==> src/rtl/pc_fetch_stage_pkg.sv <==
// Shared CPU constants and the IF/ID bundle used by the fetch stage.
// Anything the next pipeline stage consumes from fetch lives here.
package pc_fetch_stage_pkg;

    localparam logic [31:0] RESET_PC_DEF = 32'h0000_3000;
    localparam logic [31:0] NOP_WORD_DEF = 32'h0000_0000;
    localparam logic [31:0] PC_INC       = 32'd4;

    typedef struct packed {
        logic [31:0] instr;
        logic [31:0] pc;
        logic        valid;
    } if_id_t;

    function automatic logic [31:0] word_align(input logic [31:0] a);
        return a & ~32'd3;
    endfunction

endpackage

==> src/rtl/pc_fetch_stage_npc_sel.sv <==
// Next-PC selection: fixed-priority redirect mux, word alignment of
// the chosen target and a misalignment flag for the chosen target.
module npc_sel
    import pc_fetch_stage_pkg::*;
(
    input  logic [31:0] pc_i,
    input  logic        br_taken_i,
    input  logic [31:0] br_target_i,
    input  logic        j_i,
    input  logic [31:0] j_target_i,
    input  logic        jr_i,
    input  logic [31:0] jr_target_i,
    output logic [31:0] npc_o,
    output logic        misalign_o
);

    logic        redir;
    logic [31:0] raw;

    always_comb begin
        redir = 1'b1;
        raw   = '0;
        if (jr_i) begin
            raw = jr_target_i;
        end else if (j_i) begin
            raw = j_target_i;
        end else if (br_taken_i) begin
            raw = br_target_i;
        end else begin
            redir = 1'b0;
        end
    end

    assign npc_o      = redir ? word_align(raw) : pc_i + PC_INC;
    assign misalign_o = redir & (raw[1:0] != 2'b00);

endmodule

==> src/rtl/pc_fetch_stage.sv <==
// Instruction fetch stage: PC register, IF/ID register and fetch counter.
// Delayed-branch pipeline, so a redirect never flushes IF/ID.
module pc_fetch_stage
    import pc_fetch_stage_pkg::*;
#(
    parameter logic [31:0] RESET_PC = RESET_PC_DEF,
    parameter logic [31:0] NOP_WORD = NOP_WORD_DEF
) (
    input  logic        clk,
    input  logic        rst_n,
    input  logic        stall_i,
    input  logic        br_taken_i,
    input  logic [31:0] br_target_i,
    input  logic        j_i,
    input  logic [31:0] j_target_i,
    input  logic        jr_i,
    input  logic [31:0] jr_target_i,
    input  logic [31:0] imem_instr_i,
    output logic [31:0] imem_addr_o,
    output logic [31:0] ifid_instr_o,
    output logic [31:0] ifid_pc_o,
    output logic [31:0] ifid_pc4_o,
    output logic        ifid_valid_o,
    output logic        misalign_o,
    output logic [31:0] fetch_cnt_o
);

    logic [31:0] pc_q, pc_d;
    if_id_t      ifid_q, ifid_d;
    logic        mis_q, mis_d;
    logic [31:0] cnt_q, cnt_d;
    logic [31:0] npc;
    logic        npc_mis;

    npc_sel u_npc_sel (
        .pc_i        (pc_q),
        .br_taken_i  (br_taken_i),
        .br_target_i (br_target_i),
        .j_i         (j_i),
        .j_target_i  (j_target_i),
        .jr_i        (jr_i),
        .jr_target_i (jr_target_i),
        .npc_o       (npc),
        .misalign_o  (npc_mis)
    );

    always_comb begin
        pc_d   = pc_q;
        ifid_d = ifid_q;
        mis_d  = mis_q;
        cnt_d  = cnt_q;
        if (!stall_i) begin
            pc_d         = npc;
            ifid_d.instr = imem_instr_i;
            ifid_d.pc    = pc_q;
            ifid_d.valid = 1'b1;
            mis_d        = npc_mis;
            // Counter saturates rather than wrapping.
            cnt_d        = (cnt_q == '1) ? cnt_q : cnt_q + 32'd1;
        end
    end

    always_ff @(posedge clk or negedge rst_n) begin
        if (!rst_n) begin
            pc_q         <= RESET_PC;
            ifid_q.instr <= NOP_WORD;
            ifid_q.pc    <= RESET_PC;
            ifid_q.valid <= 1'b0;
            mis_q        <= 1'b0;
            cnt_q        <= '0;
        end else begin
            pc_q   <= pc_d;
            ifid_q <= ifid_d;
            mis_q  <= mis_d;
            cnt_q  <= cnt_d;
        end
    end

    assign imem_addr_o  = pc_q;
    assign ifid_instr_o = ifid_q.instr;
    assign ifid_pc_o    = ifid_q.pc;
    assign ifid_pc4_o   = ifid_q.pc + PC_INC;
    assign ifid_valid_o = ifid_q.valid;
    assign misalign_o   = mis_q;
    assign fetch_cnt_o  = cnt_q;

endmodule

==> config.mk <==
export PLATFORM = sky130hd
export DESIGN_NAME = pc_fetch_stage
export DESIGN_NICKNAME = d
export VERILOG_FILES = /design/src/rtl/pc_fetch_stage_pkg.sv /design/src/rtl/pc_fetch_stage_npc_sel.sv /design/src/rtl/pc_fetch_stage.sv
export SDC_FILE = /design/constraint.sdc
export NUM_CORES = 1
export LEC_CHECK = 0
export BUFFER_PORTS_ARGS = -buffer_cell sky130_fd_sc_hd__buf_2
export CAP_MARGIN = 10
export CELL_PAD_IN_SITES_DETAIL_PLACEMENT = 0
export CELL_PAD_IN_SITES_GLOBAL_PLACEMENT = 1
export CORE_ASPECT_RATIO = 1.2
export CORE_UTILIZATION = 37
export CTS_BUF_LIST = sky130_fd_sc_hd__clkbuf_8
export DETAILED_ROUTE_END_ITERATION = 10
export PLACE_DENSITY = 0.83
export SLEW_MARGIN = 10
export SYNTH_ARGS = -nofsm -noshare
export SYNTH_HDL_FRONTEND = slang
export SYNTH_HIERARCHICAL = 1
export SYNTH_SLANG_ARGS = --single-unit
==> constraint.sdc <==
create_clock -name clk -period 2.35 [get_ports clk]
set_input_delay 0.3525 -clock clk [delete_from_list [all_inputs] [get_ports clk]]
set_output_delay 0.3525 -clock clk [all_outputs]
set_load 0.02 [all_outputs]
Word-level counts from Yosys, hierarchy flattened
Cells that the tools add are included.
- register bits after elaboration: 130
- bits of input ports: 134
- word-level logic and storage cells: 22
- $add $sub $neg: 3
- reduce and logical (&&, ||, !) cells: 2
- bitwise operators: 3
- eq/ne operators: 1
- muxes and demuxes: 7
- operators by type and width (kind ; number):
    $mux W32 ; 4
    $add A32 B3 Y32 const B ; 2
    $add A32 B1 Y32 const B ; 1
    $eq A32 B32 Y1 const B ; 1
    $mux W1 ; 3
    $not A1 Y1 ; 2
    $reduce_and A2 Y1 ; 1
    $reduce_bool A2 Y1 ; 1
    $and A1 B1 Y1 ; 1

Logic depth before layout (Yosys ltp)
- depth in word-level cells: 5
- mapped depth: 8
- gate-level depth less buffers: 7

Modules after synthesis
The synthesis kept the hierarchy.
- modules (own cells, without submodules) (module ; area an instance (um^2) ; seq. area each (um^2) ; cells an instance ; instances):
    pc_fetch_stage ; 5759.3 ; 3258.1 ; 444 ; 1
    npc_sel ; 1306.3 ; 0.0 ; 207 ; 1

Least setup slack after synthesis
No wires, ideal clock.
- path type: register to output
- start point: register ifid_q, in the netlist ifid_pc_o[2]
- end point: output ifid_pc4_o[24]
- slack: -0.214 ns
- stages on the path, launching flop included: 7
- required time: 1.997 ns
- path buffers: 0
- arrival time: 2.211 ns
- cell sequence: dfrtp_1 ha_1 nand3_1 nor4_1 nand4_1 nor2_1 xor2_1
- word-level cells in the longest chain between the ends: 1
- RTL lines (element ; line ; RTL):
    from (decl) ; pc_fetch_stage.sv:29 ; if_id_t ifid_q, ifid_d;
    from (signal assigned) ; pc_fetch_stage.sv:73 ; ifid_q <= ifid_d;
    $add A32 B3 Y32 ; pc_fetch_stage.sv:82 ; assign ifid_pc4_o = ifid_q.pc + PC_INC;
    to (decl) ; pc_fetch_stage.sv:22 ; output logic [31:0] ifid_pc4_o,
No other way between the ends.

Worst setup path after layout
- start point: register ifid_q, in the netlist ifid_pc_o[12]
- end point: output ifid_pc4_o[30]
The elaborated chain is that of the path after synthesis.

==> results.json <==
{
  "outcome": "complete, but fails checks",
  "failed_checks": "setup timing",
  "async_flop_share_pct": 100.0,
  "cap_viol_max_count": 0,
  "holdCritPathClass": "in -> reg",
  "die_w_um": 128.2,
  "required_ns": 2.00,
  "path_max_fanout": 5,
  "clock_sinks": 130,
  "arrival_ns": 2.19,
  "yosysMostFrequentCell": "dfrtp_1",
  "slew_headroom_pct": 51.40,
  "clockRootBuffer": "clkbuf_8",
  "wl_per_cell_um": 17.00,
  "synth_edf_count": 0,
  "postSynthAreaPerCell_sq_um": 10.85,
  "firstDrtPassIters": 4,
  "endpoint_kind": "output port",
  "cts_tree": "built",
  "synth.distinct_cells": 45,
  "yosysSeqAreaShare_pct": 46.11,
  "timing.fmax_mhz": 394.0,
  "synth.top_cell.area_share_pct": 44.63,
  "drc_errors": 0,
  "ant_nets": 0,
  "grt_pass1_wl_mm": 33.02,
  "dieArea_sq_mm": 0.01966,
  "dp_cells": 1211,
  "syn-cell-area_sq_mm": 0.007066,
  "drv_slew": 0,
  "layout_setup_ws_ns": -0.1879,
  "start_kind": "register",
  "syn-num-nets": 788,
  "wirelength_mm": 21.40,
  "rsz0062_at_grt": "true",
  "insertion_delay_ns": 0.46,
  "ys.flop_type": "dfrtp_1",
  "viasPerCell": 5.151,
  "tightestPinTransition_ns": 0.7290,
  "grt_max_degree": 131,
  "post-place-ws_ns": -0.01915,
  "grt_pass1_vias": 6210,
  "io_buffers": 295,
  "timing_worst_setup_path_type": "reg -> out",
  "initialDrtViolationCount": 323,
  "leakagePower_nw": 4.628,
  "power.density_mw_per_mm2": 714.2,
  "ys_top_cells_by_count": "126 x dfrtp_1, 98 x mux2_2, 47 x nand2_1",
  "fin_cells": 1259,
  "yosysWarnings": 6,
  "io_pins": 296,
  "peakVddDrop_mv": 0.5214,
  "yosys.area.top_type": "dfrtp_1",
  "finalSetupTns_ns": -1.351,
  "fin_skew_ns": 0.01671,
  "final_min_period_over_clock_period_pct": 108.0,
  "grt_antenna_before_repair": 1,
  "start_util_pct": 37.61,
  "cts_buffers": 17,
  "die_h_um": 153.4,
  "timing.hold.ws_ns": 0.1178,
  "via_count": 6485,
  "grt_overflow": 0,
  "core_area_sq_mm": 0.01879,
  "core.rowCount": 55,
  "r2r_slack_ns": 0.14,
  "htreeDepth": 4,
  "synth-seq-cells": 130,
  "drive_gt1_share_pct": 52.59,
  "synthToLayoutAreaGrowth_pct": 38.52,
  "power_mw": 6.990,
  "dp_hpwl_mm": 15.55,
  "netlist_instances": 651,
  "gp_congestion": 0.8943,
  "setup-violations-final": 10,
  "grt.total_usage_pct": 21.96,
  "clkTransAtPathRegs_ns": 0.09,
  "yosys-top-cells-area": "dfrtp_1 45%, mux2_2 16%, xor2_1 5.3%, xnor2_1 5.1%, nand4_1 2.9%",
  "hold_viol_final": 0,
  "clockBufferDepth": 2,
  "min_period_ns": 2.538,
  "nets": 1126
}
[cell type report]
type                    count  area [sq um]
fillers                  1755          9000
multi-input cells         478          3780
flip-flops and latches    130          3261
repair buffers            351          1974
well taps                 256         320.3
clock buffers              20         275.3
clock inverters            12         132.6
inverters                  11         41.29
diodes                      1         2.502
[repair_timing]
item	CTS	global route
pin swaps	4	5
endpoints found under the setup margin	17	25
setup buffers	9	5
gates resized for setup	29	24
hold buffers	0	1
hold endpoints to repair	0	1
[registers in the layout, indices dropped and copies added (netlist names)]
name / count
fetch_cnt_o: 32
ifid_instr_o: 32
ifid_pc_o: 32
ifid_valid_o: 1
imem_addr_o: 32
misalign_o: 1
[cells by family (layout without fill, tap and decap cells)]
family	after synthesis	count (layout)	synth area share [%]
other cells	0	1	0
flops	130	130	46.11
xor+xnor	84	84	10.41
compound gates	77	77	7.880
mux	99	99	15.76
simple gates	215	215	16.84
buf+inv	43	394	2.461
fa+ha+maj	3	3	0.5313
[cell usage in the layout (no fill, tap or decap), drive strengths merged, types with 3 or more instances in the layout]
| master | count |
|---|---|
| and2 | 3 |
| nand2 | 47 |
| dfrtp | 126 |
| xnor2 | 41 |
| xor2 | 43 |
| nor3 | 22 |
| nand4 | 35 |
| and4 | 10 |
| nor2b | 3 |
| dfstp | 4 |
| clkinv | 4 |
| nor4 | 5 |
| a22oi | 21 |
| clkinvlp | 5 |
| inv | 12 |
| and3 | 18 |
| buf | 350 |
| nand2b | 3 |
| o22ai | 11 |
| ha | 3 |
| nand3 | 34 |
| nor2 | 28 |
| clkbuf | 20 |
| a21oi | 18 |
| o221ai | 21 |
| mux2 | 98 |
[worst max-delay path: stages, from the launching register on]
cell and delay, ns:
dfstp_2 0.55, nand2_2 0.07, nor4_2 0.23, buf_4 0.18, nand4_1 0.12, buf_6 0.18
nor2_4 0.11, xnor2_2 0.12, buf_4 0.16
[stage by stage]
| step | util [%] | area, sq um |
|---|---|---|
| after floorplan | - | 7078 |
| after global placement | 48.33 | 9079 |
| after detailed placement | 48.33 | 9079 |
| after CTS | 51.41 | 9658 |
| after global routing | 52.09 | 9787 |
| final | 52.09 | 9787 |
[final timing paths]
check / startpoint / to / cells past startpoint
max: ifid_pc_o[12] / ifid_pc4_o[30] / 8
min: imem_instr_i[26] / ifid_instr_o[26] / 2
max reg2reg: fetch_cnt_o[0] / fetch_cnt_o[10] / 6
min reg2reg: ifid_valid_o / ifid_valid_o / 1
max in group asynchronous: rst_n / ifid_pc_o[16] / 3
min in group asynchronous: rst_n / fetch_cnt_o[3] / 3
[power by group]
part / total (mW) / switching (mW) / internal, mW
sequential: 2.89 / 0.351 / 2.54
combinational: 2.13 / 1.20 / 0.930
clock: 1.97 / 0.947 / 1.03
total: 6.99 / 2.50 / 4.49
[per-layer routing]
metal  routed length [um]  track usage (%)  vias to the layer above
li1                     -                -                     3070
met1                 8738            26.22                     3162
met2                10950            38.33                      226
met3                 1290            5.005                       27
met4                  421            7.843                        0
met5                    0                0                        -
Power figures use the tool's default switching activity.
